--- src/rtl/orb_pkg.sv ---
// Shared constants and types for the orbit frame synchroniser.
package orb_pkg;

    localparam int WORD_W  = 12;
    localparam int PHR_W   = 5;
    localparam int IDX_W   = 11;
    localparam int GRP_W   = 5;
    localparam int SLIP_W  = 8;
    localparam int FRAME_W = 7;
    localparam int HIST_W  = 32;
    localparam int GSLOT_W = 64;
    localparam int MISS_W  = 2;

    // Marker pattern over one phrase; bit p is the marker expected at phrase position p.
    localparam logic [HIST_W-1:0]  PHR_MASK = 32'h4504_0154;
    // Position 16 carries the group-slot bit, so it is ignored for phrase matching.
    localparam logic [HIST_W-1:0]  PHR_CARE = 32'hFFFE_FFFF;

    // Group-slot patterns over 64 phrases; bit n is the slot marker of phrase n.
    localparam logic [GSLOT_W-1:0] GRP_NORM = 64'h4E00_0000_0000_0000;
    localparam logic [GSLOT_W-1:0] GRP_LAST = 64'hB100_0000_0000_0000;
    // Phrase 7 carries the frame marker and is ignored for group matching.
    localparam logic [GSLOT_W-1:0] GRP_CARE = 64'hFFFF_FFFF_FFFF_FF7F;

    localparam logic [PHR_W-1:0]   PHR_GSLOT_POS = 5'd16;
    localparam logic [PHR_W-1:0]   PHR_LAST_POS  = 5'd31;
    localparam logic [IDX_W-1:0]   IDX_LAST      = 11'd2047;
    localparam logic [GRP_W-1:0]   GRP_LAST_NUM  = 5'd31;
    localparam logic [MISS_W-1:0]  FLY_LIMIT     = 2'd3;
    localparam int                 FRAME_SLOT    = 7;

    typedef enum logic [1:0] {
        ST_HUNT = 2'd0,
        ST_PHR  = 2'd1,
        ST_GRP  = 2'd2
    } orb_state_e;

endpackage

--- src/rtl/orb_pat_match.sv ---
// Masked pattern comparator: matches when every cared-for bit of data equals the pattern.
module orb_pat_match #(
    parameter int W = 32
) (
    input  logic [W-1:0] data_i,
    input  logic [W-1:0] pattern_i,
    input  logic [W-1:0] care_i,
    output logic         match_o
);

    assign match_o = (((data_i ^ pattern_i) & care_i) == '0);

endmodule

--- src/rtl/orb_frame_sync.sv ---
// Orbit frame synchroniser: finds phrase alignment from word markers, then group
// alignment from the phrase-position-16 slot markers, with a 3-phrase flywheel.
// Optional frame counter output oFrame is built when ORB_FRAME_SYNC_FRAME_EN is defined.
module orb_frame_sync
    import orb_pkg::*;
(
    input  logic               iClkOrb,
    input  logic               reset,
    input  logic [WORD_W-1:0]  iWord,
    input  logic               iVal,
    output logic [WORD_W-1:0]  oWord,
    output logic               oVal,
    output logic [1:0]         oState,
    output logic [PHR_W-1:0]   oPhrase,
    output logic [IDX_W-1:0]   oWrdIdx,
    output logic [GRP_W-1:0]   oGroup,
    output logic               oGrpVal,
    output logic               oErr,
    output logic [SLIP_W-1:0]  oSlips
`ifdef ORB_FRAME_SYNC_FRAME_EN
    ,
    output logic [FRAME_W-1:0] oFrame
`endif
);

    orb_state_e          state_q, state_d;
    logic                locked, in_grp;

    logic [HIST_W-1:0]   hist_q, hist_d;
    logic [GSLOT_W-1:0]  gslot_q, gslot_d;
    logic [PHR_W-1:0]    phr_q, phr_d;
    logic [IDX_W-1:0]    idx_q, idx_d;
    logic [GRP_W-1:0]    grp_q, grp_d;
    logic                grpval_q, grpval_d;
    logic [MISS_W-1:0]   miss_q, miss_d;
    logic                pbad_q, pbad_d;
    logic [SLIP_W-1:0]   slips_q, slips_d;
    logic [WORD_W-1:0]   word_q;
    logic                val_q, err_q;

    logic                mk;
    logic [HIST_W-1:0]   hist_sh;
    logic [GSLOT_W-1:0]  gslot_sh;
    logic [PHR_W-1:0]    phr_nx;
    logic [IDX_W-1:0]    idx_nx;
    logic [GRP_W-1:0]    grp_cur;
    logic [MISS_W-1:0]   miss_inc;
    logic                pos16, end_phr, mk_err;
    logic                grp_end, grp_wrap, grp_eval, grp_hit, grp_miss, grp_dup_err;
    logic                phr_hit, norm_hit, last_hit;
    logic                phrase_bad, slip;

    // Phrase match on the history including the current word's marker.
    orb_pat_match #(.W(HIST_W)) u_phr_match (
        .data_i    (hist_sh),
        .pattern_i (PHR_MASK),
        .care_i    (PHR_CARE),
        .match_o   (phr_hit)
    );

    orb_pat_match #(.W(GSLOT_W)) u_norm_match (
        .data_i    (gslot_sh),
        .pattern_i (GRP_NORM),
        .care_i    (GRP_CARE),
        .match_o   (norm_hit)
    );

    orb_pat_match #(.W(GSLOT_W)) u_last_match (
        .data_i    (gslot_sh),
        .pattern_i (GRP_LAST),
        .care_i    (GRP_CARE),
        .match_o   (last_hit)
    );

    // Decode what the current word means for phrase, group and flywheel tracking.
    always_comb begin
        mk          = iWord[WORD_W-1];
        hist_sh     = {mk, hist_q[HIST_W-1:1]};
        phr_nx      = phr_q + 5'd1;
        idx_nx      = idx_q + 11'd1;
        pos16       = locked && (phr_nx == PHR_GSLOT_POS);
        gslot_sh    = pos16 ? {mk, gslot_q[GSLOT_W-1:1]} : gslot_q;
        end_phr     = locked && (phr_nx == PHR_LAST_POS);
        mk_err      = locked && (phr_nx != PHR_GSLOT_POS) && (mk != PHR_MASK[phr_nx]);
        grp_end     = in_grp && (idx_nx == IDX_LAST);
        grp_wrap    = in_grp && (idx_nx == '0);
        grp_cur     = grp_wrap ? grp_q + 5'd1 : grp_q;
        grp_hit     = norm_hit | last_hit;
        // Before group lock every phrase end is a candidate; afterwards only the group end.
        grp_eval    = ((state_q == ST_PHR) && end_phr) || grp_end;
        grp_miss    = grp_end && !grp_hit;
        grp_dup_err = grp_eval && norm_hit && grpval_q && (grp_cur == GRP_LAST_NUM);
        phrase_bad  = pbad_q | mk_err | grp_miss;
        miss_inc    = miss_q + 2'd1;
        slip        = end_phr && phrase_bad && (miss_inc == FLY_LIMIT);
    end

    // State register.
    always_ff @(posedge iClkOrb or negedge reset) begin
        if (!reset) state_q <= ST_HUNT;
        else        state_q <= state_d;
    end

    // Next-state logic, advanced only on accepted words.
    always_comb begin
        state_d = state_q;
        if (iVal) begin
            case (state_q)
                ST_HUNT: if (phr_hit) state_d = ST_PHR;
                ST_PHR: begin
                    if (slip)                    state_d = ST_HUNT;
                    else if (end_phr && grp_hit) state_d = ST_GRP;
                end
                ST_GRP:  if (slip) state_d = ST_HUNT;
                default: state_d = ST_HUNT;
            endcase
        end
    end

    // State-derived outputs and qualifiers.
    always_comb begin
        locked = (state_q != ST_HUNT);
        in_grp = (state_q == ST_GRP);
        oState = state_q;
    end

    // Next values of the tracking registers.
    always_comb begin
        hist_d   = hist_q;
        gslot_d  = gslot_q;
        phr_d    = phr_q;
        idx_d    = idx_q;
        grp_d    = grp_q;
        grpval_d = grpval_q;
        miss_d   = miss_q;
        pbad_d   = pbad_q;
        slips_d  = slips_q;
        if (iVal) begin
            hist_d = hist_sh;
            if (!locked) begin
                if (phr_hit) begin
                    phr_d  = PHR_LAST_POS;
                    miss_d = '0;
                    pbad_d = 1'b0;
                end
            end else begin
                phr_d   = phr_nx;
                gslot_d = gslot_sh;
                if (in_grp) begin
                    idx_d = idx_nx;
                    grp_d = grp_cur;
                end
                if (grp_eval && grp_hit) begin
                    idx_d = IDX_LAST;
                    if (last_hit) begin
                        grp_d    = GRP_LAST_NUM;
                        grpval_d = 1'b1;
                    end
                end
                if (end_phr) begin
                    pbad_d = 1'b0;
                    miss_d = phrase_bad ? miss_inc : '0;
                end else begin
                    pbad_d = phrase_bad;
                end
                // Lock loss: forget group history so a relock starts from a clean slate.
                if (slip) begin
                    gslot_d  = '0;
                    miss_d   = '0;
                    grpval_d = 1'b0;
                    slips_d  = (slips_q == '1) ? slips_q : slips_q + 8'd1;
                end
            end
        end
    end

    // Tracking and output registers.
    always_ff @(posedge iClkOrb or negedge reset) begin
        if (!reset) begin
            hist_q   <= '0;
            gslot_q  <= '0;
            phr_q    <= '0;
            idx_q    <= '0;
            grp_q    <= '0;
            grpval_q <= 1'b0;
            miss_q   <= '0;
            pbad_q   <= 1'b0;
            slips_q  <= '0;
            word_q   <= '0;
            val_q    <= 1'b0;
            err_q    <= 1'b0;
        end else begin
            hist_q   <= hist_d;
            gslot_q  <= gslot_d;
            phr_q    <= phr_d;
            idx_q    <= idx_d;
            grp_q    <= grp_d;
            grpval_q <= grpval_d;
            miss_q   <= miss_d;
            pbad_q   <= pbad_d;
            slips_q  <= slips_d;
            val_q    <= iVal;
            err_q    <= iVal & (mk_err | grp_dup_err);
            if (iVal) word_q <= iWord;
        end
    end

`ifdef ORB_FRAME_SYNC_FRAME_EN
    logic [FRAME_W-1:0] frame_q, frame_d;
    logic               fzero_q, fzero_d;

    // Frame counter: steps at the group 31->0 wrap, or restarts at 0 when the last
    // group carried the frame-0 marker in phrase 7.
    always_comb begin
        frame_d = frame_q;
        fzero_d = fzero_q;
        if (iVal) begin
            if (grp_eval && last_hit && !slip) fzero_d = gslot_sh[FRAME_SLOT];
            if (grp_wrap && (grp_q == GRP_LAST_NUM)) begin
                frame_d = fzero_q ? '0 : frame_q + 7'd1;
                fzero_d = 1'b0;
            end
        end
    end

    // Frame counter registers.
    always_ff @(posedge iClkOrb or negedge reset) begin
        if (!reset) begin
            frame_q <= '0;
            fzero_q <= 1'b0;
        end else begin
            frame_q <= frame_d;
            fzero_q <= fzero_d;
        end
    end

    assign oFrame = frame_q;
`endif

    assign oWord   = word_q;
    assign oVal    = val_q;
    assign oPhrase = phr_q;
    assign oWrdIdx = idx_q;
    assign oGroup  = grp_q;
    assign oGrpVal = grpval_q;
    assign oErr    = err_q;
    assign oSlips  = slips_q;

endmodule
--- config.mk ---
export PLATFORM = sky130hd
export DESIGN_NAME = orb_frame_sync
export DESIGN_NICKNAME = d
export VERILOG_FILES = /design/src/rtl/orb_pkg.sv /design/src/rtl/orb_pat_match.sv /design/src/rtl/orb_frame_sync.sv
export SDC_FILE = /design/constraint.sdc
export NUM_CORES = 1
export LEC_CHECK = 0
export BUFFER_PORTS_ARGS = -buffer_cell sky130_fd_sc_hd__buf_2
export CORE_MARGIN = 2
export CORE_UTILIZATION = 50
export DETAILED_ROUTE_END_ITERATION = 12
export GPL_ROUTABILITY_DRIVEN = 0
export PLACE_DENSITY = 0.69
export SYNTH_ARGS = -nofsm -noshare
export SYNTH_HDL_FRONTEND = slang
export SYNTH_HIERARCHICAL = 1
export SYNTH_SLANG_ARGS = --single-unit
--- constraint.sdc ---
create_clock -name iClkOrb -period 6.1 [get_ports iClkOrb]
set_clock_uncertainty 0.1 [all_clocks]
set_input_delay 0.305 -clock iClkOrb [delete_from_list [all_inputs] [get_ports iClkOrb]]
set_output_delay 0.305 -clock iClkOrb [all_outputs]
set_load 0.03 [all_outputs]
Word level (Yosys, flattened, before mapping). Memories as Yosys holds them, arrays and structs flattened. Index checks and enable logic that the tools add are counted.

Register bits after elaboration: 145. Latch bits: 0. Bits in writable memories: 0. ROM bits: 32. Input port bits: 15. Output and inout port bits: 46. Word-level logic and storage cells: 107. Memories kept: 1.

Add/sub/neg operators: 5. Multiply operators: 0. Div/mod/pow operators: 0. $lt $le $gt $ge: 1. Eq/ne operators: 14. Shift operators: 0. Mux-type cells: 27. Bitwise operators: 9. Reductions and logical operators: 36.

Memory list: (no name shown) (depth 32, width 1, read ports 1, clocked after Yosys merged registers in 0, write ports 0, RTL line orb_frame_sync.sv:84) `mk_err = locked && (phr_nx != PHR_GSLOT_POS) && (mk != PHR_MASK[phr_nx]);`.

Operators by type and width (number): 64-bit zero test (2); 64-bit 2-to-1 mux (2); 32-bit zero test (1); 5-bit 2-to-1 mux (6); 11-bit 2-to-1 mux (2); 2-bit 2-to-1 mux (9); 5-bit == test, second input constant (3); 1-bit logical AND (15); 4-bit AND reduction (3); 2-bit nonzero test (6); 11-bit by 1-bit adder with 11-bit output, second input constant (1); 11-bit == test, second input constant (1); 11-bit zero test (1); 5-bit by 1-bit adder with 5-bit output, second input constant (2); 3-bit AND reduction (3); 8-bit by 1-bit adder with 8-bit output, second input constant (1); 8-bit == test, second input constant (1); 4-bit inverter (2); 8-bit inverter (1); 1-bit 2-to-1 mux (7); 5-bit by 6-bit < comparator with 1-bit output, second input constant (1); 2-bit one-hot mux with 3 select lines (1); 5-bit inequality test, second input constant (1); 2-bit == test, second input constant (2); 14 further kinds (18).

Longest topological paths before layout.
Word-level depth: 14. Gate-level depth with buffers: 21. Mapped depth without buffers: 18.

By module. Netlist, hierarchy kept.

By module, submodules not included: orb_frame_sync (instances 1, cells each 607, area an instance 7159.4 µm², sequential area each 3578.4 µm²); orb_pat_match at u_last_match ... (instances 2, cells each 105, area an instance 885.8 µm², sequential area each 0.0 µm²); orb_pat_match at u_phr_match (instances 1, cells each 53, area an instance 437.9 µm², sequential area each 0.0 µm²).

Worst setup path after synthesis. Ideal clock, no wire load.

Kind: register -> register. From: register phr_q[0], in the netlist oPhrase[0]. To: register gslot_q[10]. Library setup time: 66 ps. Arrival time: 5104 ps. Slack: 829 ps. Stages on the path, launching flop included: 22. Path buffers: 3. Clock period less this slack: 5271 ps. Cell sequence: dfrtp_1 ha_1 or3b_1 nor2_1 a31oi_1 nor2b_1 and2_1 clkbuf_1 buf_2 mux2_2 xor2_1 a22oi_1 nand4_1 or4_1 nor4_2 or2_2 o41ai_4 a311oi_1 a211oi_2 o21ai_2 buf_6 a22o_1.

Elaborated cells on any way between the ends: 24. Those cells by class: 1 x add/sub; 4 x eq/ne; 3 x mux; 5 x bitwise; 10 x reduce/logical; 1 x memory.

RTL lines: start: declaration (RTL line orb_frame_sync.sv:31) `logic [PHR_W-1:0] phr_q, phr_d;`; start signal: assignment (RTL line orb_frame_sync.sv:195) `phr_q <= phr_d;`; 5-bit by 1-bit adder with 5-bit output (RTL line orb_frame_sync.sv:79) `phr_nx = phr_q + 5'd1;`; 5-bit == test (RTL line orb_frame_sync.sv:81) `pos16 = locked && (phr_nx == PHR_GSLOT_POS);`; 1-bit logical AND (RTL line orb_frame_sync.sv:81); 64-bit 2-to-1 mux (RTL line orb_frame_sync.sv:82) `gslot_sh = pos16 ? {mk, gslot_q[GSLOT_W-1:1]} : gslot_q;`; via gslot_sh[20] (RTL line orb_frame_sync.sv:43) `logic [GSLOT_W-1:0] gslot_sh;`; 64-bit zero test (RTL line orb_pat_match.sv:11) `assign match_o = (((data_i ^ pattern_i) & care_i) == '0);`; via last_hit (RTL line orb_frame_sync.sv:50) `logic phr_hit, norm_hit, last_hit;`; 1-bit OR (RTL line orb_frame_sync.sv:88) `grp_hit = norm_hit | last_hit;`; 1-bit zero test (RTL line orb_frame_sync.sv:91) `grp_miss = grp_end && !grp_hit;`; 1-bit logical AND (RTL line orb_frame_sync.sv:91); 1-bit OR (RTL line orb_frame_sync.sv:93) `phrase_bad = pbad_q | mk_err | grp_miss;`; 1-bit logical AND (2 in a row) (RTL line orb_frame_sync.sv:95) `slip = end_phr && phrase_bad && (miss_inc == FLY_LIMIT);`; 64-bit 2-to-1 mux (RTL line orb_frame_sync.sv:167) `if (slip) begin`; end signal: assignment (RTL line orb_frame_sync.sv:194) `gslot_q <= gslot_d;`; end: declaration (RTL line orb_frame_sync.sv:30) `logic [GSLOT_W-1:0] gslot_q, gslot_d;`.

The timed path passes the listed nets, and every way through them passes these cells. The select of a mux whose other input is x is not followed. A chain may end at the register's enable or synchronous reset.

Worst setup path after layout.
From: register phr_q[0], in the netlist oPhrase[0]. To: register gslot_q[37].

Word-level cells in the longest chain between the ends: 13. Elaborated cells on any way between the ends: 24. Those cells by class: 1 x add/sub; 4 x eq/ne; 3 x mux; 5 x bitwise; 10 x reduce/logical; 1 x memory.

Ends and longest elaborated chain (RTL line): 5-bit by 1-bit adder with 5-bit output (orb_frame_sync.sv:79); 5-bit == test (orb_frame_sync.sv:81); 1-bit logical AND (orb_frame_sync.sv:81); 64-bit 2-to-1 mux (orb_frame_sync.sv:82); via gslot_sh[59] (orb_frame_sync.sv:43); 4-bit inverter (no source line); 64-bit zero test (orb_pat_match.sv:11); via norm_hit (orb_frame_sync.sv:50); 1-bit OR (orb_frame_sync.sv:88); 1-bit zero test (orb_frame_sync.sv:91); 1-bit logical AND (orb_frame_sync.sv:91); 1-bit OR (orb_frame_sync.sv:93); 1-bit logical AND (2 in a row) (orb_frame_sync.sv:95); 64-bit 2-to-1 mux (orb_frame_sync.sv:167).

The timed path passes the listed nets, and every way through them passes these cells. The select of a mux whose other input is x is not followed.

==> metrics.yaml <==
clock.fmax_mhz: 175.8
arrival_ps: 5900
die_x_um: 140.9
cellLeakagePower_nw: 6.067
synth-seq-cells: 143
synth_edf_count: 0
track_usage_pct: 22.18
rsz0062_at_grt: "false"
crit_top_cell: "nor2_1"
combPwrFrac_pct: 26.0
crit_chain: "ha_1 -> or3b_1 -> nor2_1 -> a31oi_1 -> nor2b_1 -> and2_2 -> buf_12 -> buf_6 -> mux2_2 -> xor2_1 -> a22oi_1 -> nand4_1 -> or4_1 -> nor4_2 -> or2_2 -> o41ai_4 -> nor2_1 -> a211oi_2 -> o21ai_4 -> clkbuf_16 -> a22o_1"
internal-power_w: 0.002096
slew_headroom_pct: 39.61
swShare_pct: 33.49
core_area_um2: 18520
synth.cell_area_um2: 9369
wl_met1_um: 10010
avgSynthCellArea_um2: 10.77
ios: 61
final_util_pct: 63.78
cts_tree: "yes"
finalSetupViolCount: 0
layout.nets: 1269
synth_cells: 870
p_clk_share_pct: 35.1
crit_type: "flip-flop to flip-flop"
insertion_delay_ps: 430
antenna_found_initial: 0
crit_fanout: 46
cts_max_path_buffers: 2
crit_path_start_kind: "flip-flop"
tns_ps: 0
tightest_slew_ps: 904.3
ys_types: 68
synthFlopType: "dfrtp_1"
wl_um: 21200
dieHeight_um: 140.9
dieArea_um2: 19850
drive_above_1_share_pct: 18.30
dp_hpwl_um: 14540
fin_crit_ps: 5688
first_iter_violations: 284
finalHoldViolCount: 0
postRouteAntennaNets: 0
grt_max_degree: 74
post-route-period-util_pct: 93.24
vdd_drop_max_uv: 142.4
drt-pass1-iter-count: 4
grt_pass1_wl_um: 35180
drc: 0
max-cap-violations: 0
port_buffers: 60
route.top_layer_used: "met4"
initial_core_util_pct: 50.59
vias_per_cell: 4.879
worst_setup_path_end_kind: "flip-flop"
area_growth_pct: 26.06
cts.clk_slew.worst_paths_ps: 60
async_flop_share_pct: 100.0
hold_class: "input port to flip-flop"
dr_wl_met3_um: 560
wl_per_cell_um: 14.22
fp-row-count: 50
power_switching_w: 0.001056
slowest_stage: "a211oi_2"
critPathMaxStageDelay_ps: 780
vias: 7275
yosys_warnings: 6
finalMaxSlewViolations: 0
htree_levels: 4
root_buffer: "clkbuf_16"
cts_setup_buffers: 0
clkSinkCount: 143
grt_pass1_vias: 7011
status: "finished, final reports clean"
p_per_area_nw_per_um2: 266.9
diodes: 0
p_seq_share_pct: 39.0
nFillCells: 1539
cts_inserted_buffers: 17
cp_data_required_time_ps: 6320
grt-ovfl-total: 0
met2_length_um: 10260
yosysSeqAreaShare_pct: 38.19
[through the flow]
step / cells / total power (W) / hold slack (ps) / setup WS (ps) / area [um^2]
finish: 1491 / 0.003152 / 13.82 / 412.2 / 11810
global route: 1491 / 0.003339 / 18.61 / 64.79 / 11810
global placement: 1447 / 0.002027 / 260.5 / 398.7 / 11040
CTS: 1490 / 0.003174 / 0.9697 / 258.4 / 11770
floorplan: 1188 / 0.001844 / -90.59 / 829.3 / 10560
detailed placement: 1447 / 0.002049 / 259.6 / 276.7 / 11040
[area by class of cell]
cell class | count | area [um^2] | share of cell area, %
inverters | 12 | 45.04 | 0.3814
multi-input cells | 986 | 6710 | 56.82
repair buffers | 84 | 560.5 | 4.746
clock buffers | 19 | 442.9 | 3.750
well taps | 234 | 292.8 | 2.479
flip-flops and latches | 143 | 3580 | 30.31
clock inverters | 13 | 178.9 | 1.515
[what timing repair did]
item | CTS | global route
hold buffers | 11 | 0
hold endpoints to repair | 80 | 0
gates resized for setup | 0 | 3
setup endpoints to repair | 0 | 65
[worst paths after layout]
check	start	end	slack [ps]	depth (start not counted)
setup / recovery	oPhrase[0]	gslot_q[37]	410	21
hold / removal	iWord[9]	oWord[9]	10	2
setup reg to reg	oPhrase[0]	gslot_q[37]	410	21
hold reg to reg	miss_q[0]	miss_q[0]	380	1
max in group asynchronous	reset	gslot_q[58]	4190	3
min in group asynchronous	reset	hist_q[14]	360	2
[cell families (layout without fill, tap and decap cells)]
family | Yosys count | count (layout) | synth area share, %
AOI/OAI and AO/OA | 225 | 225 | 18.70
other | 2 | 320 | 0.08016
and+or+nand+nor | 148 | 148 | 9.255
xor gates and xnor gates | 176 | 176 | 16.45
DFF | 143 | 143 | 38.19
muxes | 107 | 107 | 12.86
adders and majority gates | 10 | 10 | 1.335
buffers and inverters | 59 | 128 | 3.125
[synthesized netlist by cell type, types with 10 or more instances]
library cell  instances  share of area (%)
a21oi_1              24                1.3
a22o_1               72                6.7
a22oi_1              64                5.1
buf_2                15               0.80
clkbuf_1             19               0.76
dfrtp_1             143                 38
ha_1                 10                1.3
inv_1                12               0.48
mux2_2              106                 13
nand2_1              18               0.72
nand3_1              12               0.64
nand4_1              29                1.9
nor2_1               31                1.2
o21ai_0              11               0.59
xnor2_1              12                1.1
xor2_1              164                 15
[flip-flops by register name, summed over array words and instances (netlist names)]
signal,flops
gslot_q,64
hist_q,31
oWord,11
oWrdIdx,11
oSlips,8
oGroup,5
oPhrase,5
miss_q,2
oState,2
oErr,1
oGrpVal,1
oVal,1
pbad_q,1
[routing by layer]
layer  GRT usage [%]  vias up
met4           6.842        0
met2           36.25       94
li1                -     3693
met3           3.702       26
met5               0        -
met1           30.41     3462
[cells in the final DEF, fill, tap and decap left out, types with 3 or more instances in the layout]
| master | n |
|---|---|
| conb_1 | 320 |
| xor2_1 | 164 |
| dfrtp_1 | 142 |
| mux2_2 | 106 |
| a22o_1 | 72 |
| a22oi_1 | 64 |
| buf_2 | 59 |
| nor2_1 | 31 |
| nand4_1 | 29 |
| a21oi_1 | 24 |
| nand2_1 | 18 |
| clkbuf_16 | 18 |
| inv_1 | 12 |
| xnor2_1 | 12 |
| nand3_1 | 12 |
| o21ai_0 | 11 |
| dlygate4sd3_1 | 11 |
| ha_1 | 10 |
| buf_4 | 9 |
| o31ai_1 | 8 |
| a221oi_1 | 8 |
| nor2b_1 | 7 |
| and3_1 | 7 |
| and2_1 | 6 |
| a31oi_1 | 5 |
| nand2b_1 | 4 |
| o21ai_1 | 4 |
| nand4_2 | 3 |
| nor3_1 | 3 |
| a211o_1 | 3 |
| or4_1 | 3 |
| o22a_1 | 3 |
| bufinv_16 | 3 |
| inv_8 | 3 |
[critical path, delay by kind of cell (launching register included)]
| kind | cells | cell delay [ps] |
|---|---|---|
| buf+inv | 3 | 770 |
| compound gates | 6 | 1580 |
| xor+xnor | 1 | 160 |
| fa+ha+maj | 1 | 240 |
| flops | 1 | 490 |
| mux | 1 | 400 |
| simple gates | 9 | 1760 |
[power groups by stage]
| stage | registers [W] | clock network, W | logic [W] |
|---|---|---|---|
| after floorplan | 0.00126 | 0 | 0.000583 |
| after global placement | 0.00124 | 0 | 0.000790 |
| after detailed placement | 0.00124 | 0 | 0.000807 |
| after CTS | 0.00123 | 0.00113 | 0.000818 |
| after global routing | 0.00125 | 0.00117 | 0.000916 |
| final | 0.00123 | 0.00110 | 0.000820 |
No activity file was read; power rests on OpenSTA's default activity.
